### src/rtl/sar_pkg.sv
// Shared types and constants for the SAR front-end emulator: FSM states,
// default geometry, and the dither LFSR polynomial.
package sar_pkg;

  typedef enum logic {
    SAMPLE  = 1'b0,
    CONVERT = 1'b1
  } state_t;

  localparam int SAR_WIDTH   = 4;
  localparam int SAR_TIMEOUT = 8;

  localparam logic [7:0] LFSR_SEED = 8'hA5;
  // x^8 + x^6 + x^5 + x^4 + 1 maps to state bits 7, 5, 4, 3
  localparam logic [7:0] LFSR_TAPS = 8'b1011_1000;

  function automatic logic lfsr_fb(input logic [7:0] s);
    return ^(s & LFSR_TAPS);
  endfunction

endpackage

### src/rtl/sar_lfsr8.sv
// 8-bit Fibonacci LFSR, advances every clock, returns to the seed on reset.
module sar_lfsr8
  import sar_pkg::*;
(
  input  logic       clk,
  input  logic       reset,
  output logic [7:0] o_state
);

  logic [7:0] r_lfsr;

  always_ff @(posedge clk or posedge reset) begin
    if (reset) begin
      r_lfsr <= LFSR_SEED;
    end else begin
      r_lfsr <= {r_lfsr[6:0], lfsr_fb(r_lfsr)};
    end
  end

  assign o_state = r_lfsr;

endmodule

### src/rtl/sar_afe_emu.sv
// SAR ADC analog front-end emulator: sample/hold, comparator, result capture and stats.
// Optional comparator dither is enabled by defining SAR_AFE_DITHER_EN.
module sar_afe_emu
  import sar_pkg::*;
#(
  parameter int WIDTH   = SAR_WIDTH,
  parameter int TIMEOUT = SAR_TIMEOUT
) (
  input  logic             clk,
  input  logic             reset,
  input  logic [WIDTH-1:0] vin,
  input  logic [WIDTH-1:0] dac_code,
  input  logic             conv_done,
  output logic             d,
  output logic [WIDTH-1:0] result,
  output logic             result_valid,
  output logic             match,
  output logic             timeout,
  output logic [7:0]       conv_count,
  output logic [7:0]       err_count
);

  localparam logic [7:0] TO_LAST = 8'(TIMEOUT - 1);
  localparam logic [7:0] TO_MAX  = 8'(TIMEOUT);

  state_t           r_state;
  state_t           w_state_nxt;
  logic [WIDTH-1:0] r_hold;
  logic [7:0]       r_cnt;
  logic [WIDTH-1:0] r_result;
  logic             r_result_valid;
  logic             r_match;
  logic             r_timeout;
  logic [7:0]       r_conv_count;
  logic [7:0]       r_err_count;

  logic             w_load;
  logic             w_capture;
  logic             w_expire;
  logic             w_eq;
  logic             w_err_inc;
  logic [WIDTH-1:0] w_hold_eff;

  always_ff @(posedge clk or posedge reset) begin
    if (reset) begin
      r_state <= SAMPLE;
    end else begin
      r_state <= w_state_nxt;
    end
  end

  // conv_done takes priority over the watchdog when both land in one cycle
  always_comb begin
    w_state_nxt = r_state;
    w_load      = 1'b0;
    w_capture   = 1'b0;
    w_expire    = 1'b0;
    case (r_state)
      SAMPLE: begin
        w_load      = 1'b1;
        w_state_nxt = CONVERT;
      end
      CONVERT: begin
        if (conv_done) begin
          w_capture = 1'b1;
          w_load    = 1'b1;
        end else if (r_cnt == TO_LAST) begin
          w_expire    = 1'b1;
          w_state_nxt = SAMPLE;
        end
      end
      default: w_state_nxt = SAMPLE;
    endcase
  end

  assign w_eq      = (dac_code == r_hold);
  assign w_err_inc = (w_capture && !w_eq) || w_expire;

  always_ff @(posedge clk or posedge reset) begin
    if (reset) begin
      r_hold         <= '0;
      r_cnt          <= '0;
      r_result       <= '0;
      r_result_valid <= 1'b0;
      r_match        <= 1'b0;
      r_timeout      <= 1'b0;
      r_conv_count   <= '0;
      r_err_count    <= '0;
    end else begin
      r_result_valid <= w_capture;
      r_timeout      <= w_expire;
      if (w_load) begin
        r_hold <= vin;
        r_cnt  <= '0;
      end else if (r_cnt != TO_MAX) begin
        r_cnt <= r_cnt + 8'd1;
      end
      if (w_capture) begin
        r_result     <= dac_code;
        r_match      <= w_eq;
        r_conv_count <= r_conv_count + 8'd1;
      end
      if (w_err_inc && (r_err_count != 8'hFF)) begin
        r_err_count <= r_err_count + 8'd1;
      end
    end
  end

`ifdef SAR_AFE_DITHER_EN
  logic [7:0]     w_lfsr;
  logic [WIDTH:0] w_hold_sum;

  sar_lfsr8 u_lfsr (
    .clk     (clk),
    .reset   (reset),
    .o_state (w_lfsr)
  );

  // Saturate so a full-scale sample never wraps to zero at the comparator
  assign w_hold_sum = {1'b0, r_hold} + {{WIDTH{1'b0}}, w_lfsr[0]};
  assign w_hold_eff = w_hold_sum[WIDTH] ? {WIDTH{1'b1}} : w_hold_sum[WIDTH-1:0];
`else
  assign w_hold_eff = r_hold;
`endif

  assign d            = (w_hold_eff >= dac_code);
  assign result       = r_result;
  assign result_valid = r_result_valid;
  assign match        = r_match;
  assign timeout      = r_timeout;
  assign conv_count   = r_conv_count;
  assign err_count    = r_err_count;

endmodule

### config.mk
export PLATFORM = sky130hd
export DESIGN_NAME = sar_afe_emu
export DESIGN_NICKNAME = d
export VERILOG_FILES = /design/src/rtl/sar_pkg.sv /design/src/rtl/sar_lfsr8.sv /design/src/rtl/sar_afe_emu.sv
export SDC_FILE = /design/constraint.sdc
export NUM_CORES = 1
export LEC_CHECK = 0
export BUFFER_PORTS_ARGS = -buffer_cell sky130_fd_sc_hd__buf_2
export CORE_MARGIN = 5
export CORE_UTILIZATION = 50
export CTS_BUF_LIST = sky130_fd_sc_hd__clkbuf_2
export DETAILED_ROUTE_END_ITERATION = 10
export GPL_TIMING_DRIVEN = 0
export PLACE_DENSITY_LB_ADDON = 0.2
export SLEW_MARGIN = 10
export SYNTH_ARGS = -nofsm -noshare
export SYNTH_HDL_FRONTEND = slang
export SYNTH_SLANG_ARGS = --single-unit
### constraint.sdc
create_clock -name clk -period 2.7 [get_ports clk]
set_input_delay 0.405 -clock clk [delete_from_list [all_inputs] [get_ports clk]]
set_output_delay 0.405 -clock clk [all_outputs]
set_load 0.05 [all_outputs]
* After elaboration in Yosys (flattened, before gate mapping)
Index checks and enable logic that the tools add are counted.
Storage, ports and cells: flip-flop bits (word level) 36, bits in latches 0, memory bits (writable) 0, bits in read-only memories 0, input port bits 11, output and inout port bits 24, word-level logic and storage cells 34, memories kept 0
Cells by class: add/subtract/negate cells 3, $mul 0, div/mod/pow operators 0, $lt $le $gt $ge 1, equality and inequality tests 4, shift operators 0, mux-type cells 11, bitwise operators 1, reductions and logical operators 5
Operators with widths (count):
- 8-bit by 1-bit adder with 8-bit output (second input constant) | 3
- 8-bit two-way mux | 2
- 8-bit by 3-bit == test with 1-bit output (second input constant) | 1
- 8-bit by 4-bit != test with 1-bit output (second input constant) | 1
- 8-bit != test (second input constant) | 1
- 1-bit two-way mux | 7
- 4-bit == test | 1
- 4-bit greater-or-equal comparator | 1
- 1-bit case mux with 2 select lines | 2
- 1-bit logical AND | 2
- 2-bit nonzero test | 1
- 1-bit logical NOT | 1
- 1-bit logical OR | 1
- 1-bit NOT | 1

* Logic depth before layout (Yosys ltp)
depth in word-level cells 6, depth in mapped cells 6, mapped depth without buffers 6

* Worst setup path before layout
Ideal clock, no wire load.
path kind register -> register, from register r_err_count[0], in the netlist err_count[0], to register r_err_count[1], in the netlist err_count[1], setup time 0.125 ns, arrival time 1.702 ns, data required time 2.575 ns, setup slack 0.873 ns, stages on the path, launching flop included 6, buffers on the path 0, clock period less this slack 1.827 ns, cells stage by stage dfrtp_1 > ha_1 > nand2_1 > nor3_1 > a21oi_2 > mux2_2
On the way: word-level cells in the longest chain between the ends 2, elaborated cells on any way between the ends 3, those cells by class 1 x add/sub; 1 x eq/ne; 1 x reduce/logical
Ends and longest elaborated chain:
- start: declaration | line sar_afe_emu.sv:35 | logic [7:0] r_err_count;
- start signal: assignment | line sar_afe_emu.sv:104 | r_err_count <= r_err_count + 8'd1;
- parallel branches: the longest is 2 deep, another holds 8-bit by 1-bit adder with 8-bit output
Parallel ways; which one is timed is not known. A chain may end at the register's enable or synchronous reset.

* Worst setup path in the final report
from register r_hold[2], to output port d
On the way: word-level cells in the longest chain between the ends 1
Ends and longest elaborated chain:
- start: declaration | line sar_afe_emu.sv:28 | logic [WIDTH-1:0] r_hold;
- start signal: assignment | line sar_afe_emu.sv:93 | r_hold <= vin;
- 4-bit greater-or-equal comparator | line sar_afe_emu.sv:126 | assign d = (w_hold_eff >= dac_code);
- end: declaration | line sar_afe_emu.sv:14 | output logic d,
Every way passes these cells.

==> flow_metrics.py <==
metrics = {
    "floorplanning": {
        "io_pins": 35,
        "die_h_um": 68.7,
        "start_util": 0.516,
        "rows": 21,
        "die_x_um": 68.7,
        "die_area_um2": 4720,
        "core_region_area_um2": 3340,
    },
    "min_path": {
        "min_path_type": "in -> async",
    },
    "setup_path": {
        "worstSetupStartpointType": "register",
        "rrSetupSlack_ps": 910,
        "reg2reg_from": "r_cnt[1]$_DFFE_PP0P_",
        "cp_max_fo": 3,
        "worst_r2r_path_depth": 5,
        "arrival_ps": 1720,
        "reg2reg_to": "err_count[1]$_DFFE_PP0P_",
        "worst_ep_required_time_ps": 2300,
        "crit_path_end_kind": "output port",
        "path_class": "reg -> out",
    },
    "routing": {
        "drt_pass1_iterations": 4,
        "vias": 1256,
        "ant_nets": 0,
        "drcViolationCount": 0,
        "viasPerCell": 5.11,
        "wl_per_cell_um": 12.8,
        "first_iter_violations": 49,
        "drt_wl_total_mm": 3.14,
    },
    "cts": {
        "clock_path_buffers": 2,
        "cts_sinks": 36,
        "hold_buffers": 0,
        "htreeDepth": 2,
        "cts_root_buf": "clkbuf_2",
        "clk_pin_slew_ps": 200,
        "clock_latency_ps": 400,
        "cts_tree": "built",
        "post_cts.repair.setup_buffers": 0,
        "ctsResizeCount": 0,
        "numCtsBuffers": 5,
    },
    "synthesis": {
        "synth-edff-count": 0,
        "ys_types": 31,
        "syn_area_um2": 1720,
        "ys.flop_type": "dfrtp_1",
        "avgSynthCellArea_um2": 10.9,
        "synth_nets": 177,
        "synth_cells": 158,
        "ys_top_cells_by_area": "dfrtp_1 (52%), ha_1 (5.8%), mux2_2 (5.2%), nand2_1 (5.0%), xor2_1 (4.6%)",
        "ys_seq_area_frac": 0.523,
        "synth_seq_cells": 36,
        "synth-async-reset-ratio": 1.00,
        "yosysWarnings": 0,
        "yosysTopAreaCellShare": 0.523,
        "yosysTopAreaCell": "dfrtp_1",
    },
    "power_and_ir_drop": {
        "clockPowerShare": 0.141,
        "net-switching-power_uw": 877,
        "p_int_uw": 931,
        "powerDensity_nw_per_um2": 907,
        "power_frac_comb": 0.424,
        "totalPowerFinal_uw": 1810,
        "switching_share": 0.485,
        "p_leak_uw": 0.000995,
        "power_frac_seq": 0.436,
        "peakVddDrop_mv": 0.377,
    },
    "cells_and_area": {
        "n_antenna_cell": 0,
        "nets": 218,
        "fill_cells": 290,
        "drive_gt1_frac": 0.290,
        "syn_to_final_growth_pct": 15.8,
    },
    "place": {
        "globalplace.congestion": 0.820,
        "io_buffers": 34,
        "dp.final_hpwl_mm": 2.34,
    },
    "sta": {
        "fin_crit_sh": 0.788,
        "hold_viol_final": 0,
        "rsz0062_at_grt": "false",
        "fmax_mhz": 470,
        "finalCriticalPeriod_ps": 2130,
        "final_max_slew_viol_count": 0,
        "tns_ps": 0,
        "relSlewSlack": 0.517,
        "finClkSkew_ps": 22.7,
        "setup_violations": 0,
        "worst_pin_slew_ps": 724,
    },
    "global_route": {
        "grt_pass1_wl_mm": 5.21,
        "grt_pass1_vias": 1220,
        "track_usage": 0.155,
        "grt_max_degree": 37,
        "grt_remaining_overflow": 0,
        "antenna_found_initial": 0,
    },
    "outcome": {
        "outcome": "finished, final reports clean",
    },
    "run": {
        "max-cap-violations": 0,
    },
}
## per-layer routing
layer / vias to the layer above / global-route usage / wire (um)
met2: 26 / 0.265 / 1550
met4: 0 / 0.0868 / 66
li1: 619 / - / -
met3: 5 / 0.0551 / 214
met5: - / 0 / 0
met1: 606 / 0.165 / 1310
## critical path, stage by stage (launching register included)
cell	delay (ps)
dfrtp_1	430
ha_1	320
a21o_1	170
a21oi_1	140
nand2_1	60
buf_2	210
## logic make-up (layout without fill, tap and decap cells)
kind of cell,after synthesis,in the layout,share of synthesized area
buffers and inverters,12,54,0.0262
AOI/OAI and AO/OA,17,17,0.0676
muxes,9,9,0.0581
xor gates and xnor gates,15,15,0.0763
DFF,36,36,0.523
adders and majority gates,8,8,0.0581
and+or+nand+nor,61,61,0.190
## sequential cells by signal, summed over array words and instances, names as in the netlist
name,flops
conv_count,8
r_hold,4
timeout,1
r_cnt,8
match,1
r_state,1
result,4
result_valid,1
err_count,8
## power groups by stage
| stage | sequential, uW | clock, uW | combinational, uW |
|---|---|---|---|
| 3_5_place_dp | 801 | 0 | 771 |
| 5_1_grt | 809 | 288 | 823 |
| 3_3_place_gp | 789 | 0 | 760 |
| 6_report | 787 | 254 | 766 |
| 2_1_floorplan | 1140 | 0 | 238 |
| 4_1_cts | 788 | 270 | 775 |
## area by class of cell
type | count | area, um^2 | share of cell area
Tap cell | 46 | 57.6 | 0.0289
Clock inverter | 3 | 18.8 | 0.00942
Timing Repair Buffer | 34 | 170 | 0.0854
Clock buffer | 5 | 25.0 | 0.0126
Buffer | 2 | 7.51 | 0.00377
Sequential cell | 36 | 901 | 0.452
Inverter | 10 | 37.5 | 0.0188
Multi-Input combinational cell | 110 | 776 | 0.389
## worst max-delay path by stage
stage,start,end,slack (ps),cells past startpoint
after floorplan,err_count[0]$_DFFE_PP0P_,err_count[1]$_DFFE_PP0P_,870,5
after global placement,dac_code[3],err_count[1]$_DFFE_PP0P_,800,7
after detailed placement,dac_code[3],err_count[1]$_DFFE_PP0P_,750,7
after CTS,r_hold[2]$_DFFE_PP0N_,d,530,5
after global routing,r_hold[2]$_DFFE_PP0N_,d,450,5
final,r_hold[2]$_DFFE_PP0N_,d,570,5
## cells in the mapped netlist (2+ instances only)
cell type and instances:
nand2_1 23, xnor2_1 6, a211oi_2 2, ha_1 8, o21ai_0 5, nand2b_1 3
a21oi_1 5, xor2_1 9, nand4_1 4, inv_1 9, clkbuf_1 2, dfrtp_1 36
and3_1 4, mux2_2 8, nand3_1 10, nor2_1 9
## cell usage in the layout (no fill, tap or decap), types with 5 or more instances in the layout
| master | count |
|---|---|
| ha_1 | 8 |
| mux2_2 | 8 |
| buf_2 | 34 |
| nand2_1 | 23 |
| nor2_1 | 9 |
| a21oi_1 | 5 |
| dfrtp_1 | 36 |
| clkbuf_2 | 5 |
| nand3_1 | 10 |
| xnor2_1 | 6 |
| xor2_1 | 9 |
| o21ai_0 | 5 |
| inv_1 | 8 |
## stage by stage
stage	std cells	util	worst slack [ps]	hold WS, ps	instance area, um^2
global placement	238	0.584	803	450	1950
global route	246	0.597	453	142	1990
CTS	246	0.597	533	89.8	1990
floorplan	158	-	873	485	1720
finish	246	0.597	572	91.8	1990
detailed placement	238	0.584	755	456	1950
Power figures use the tool's default switching activity.
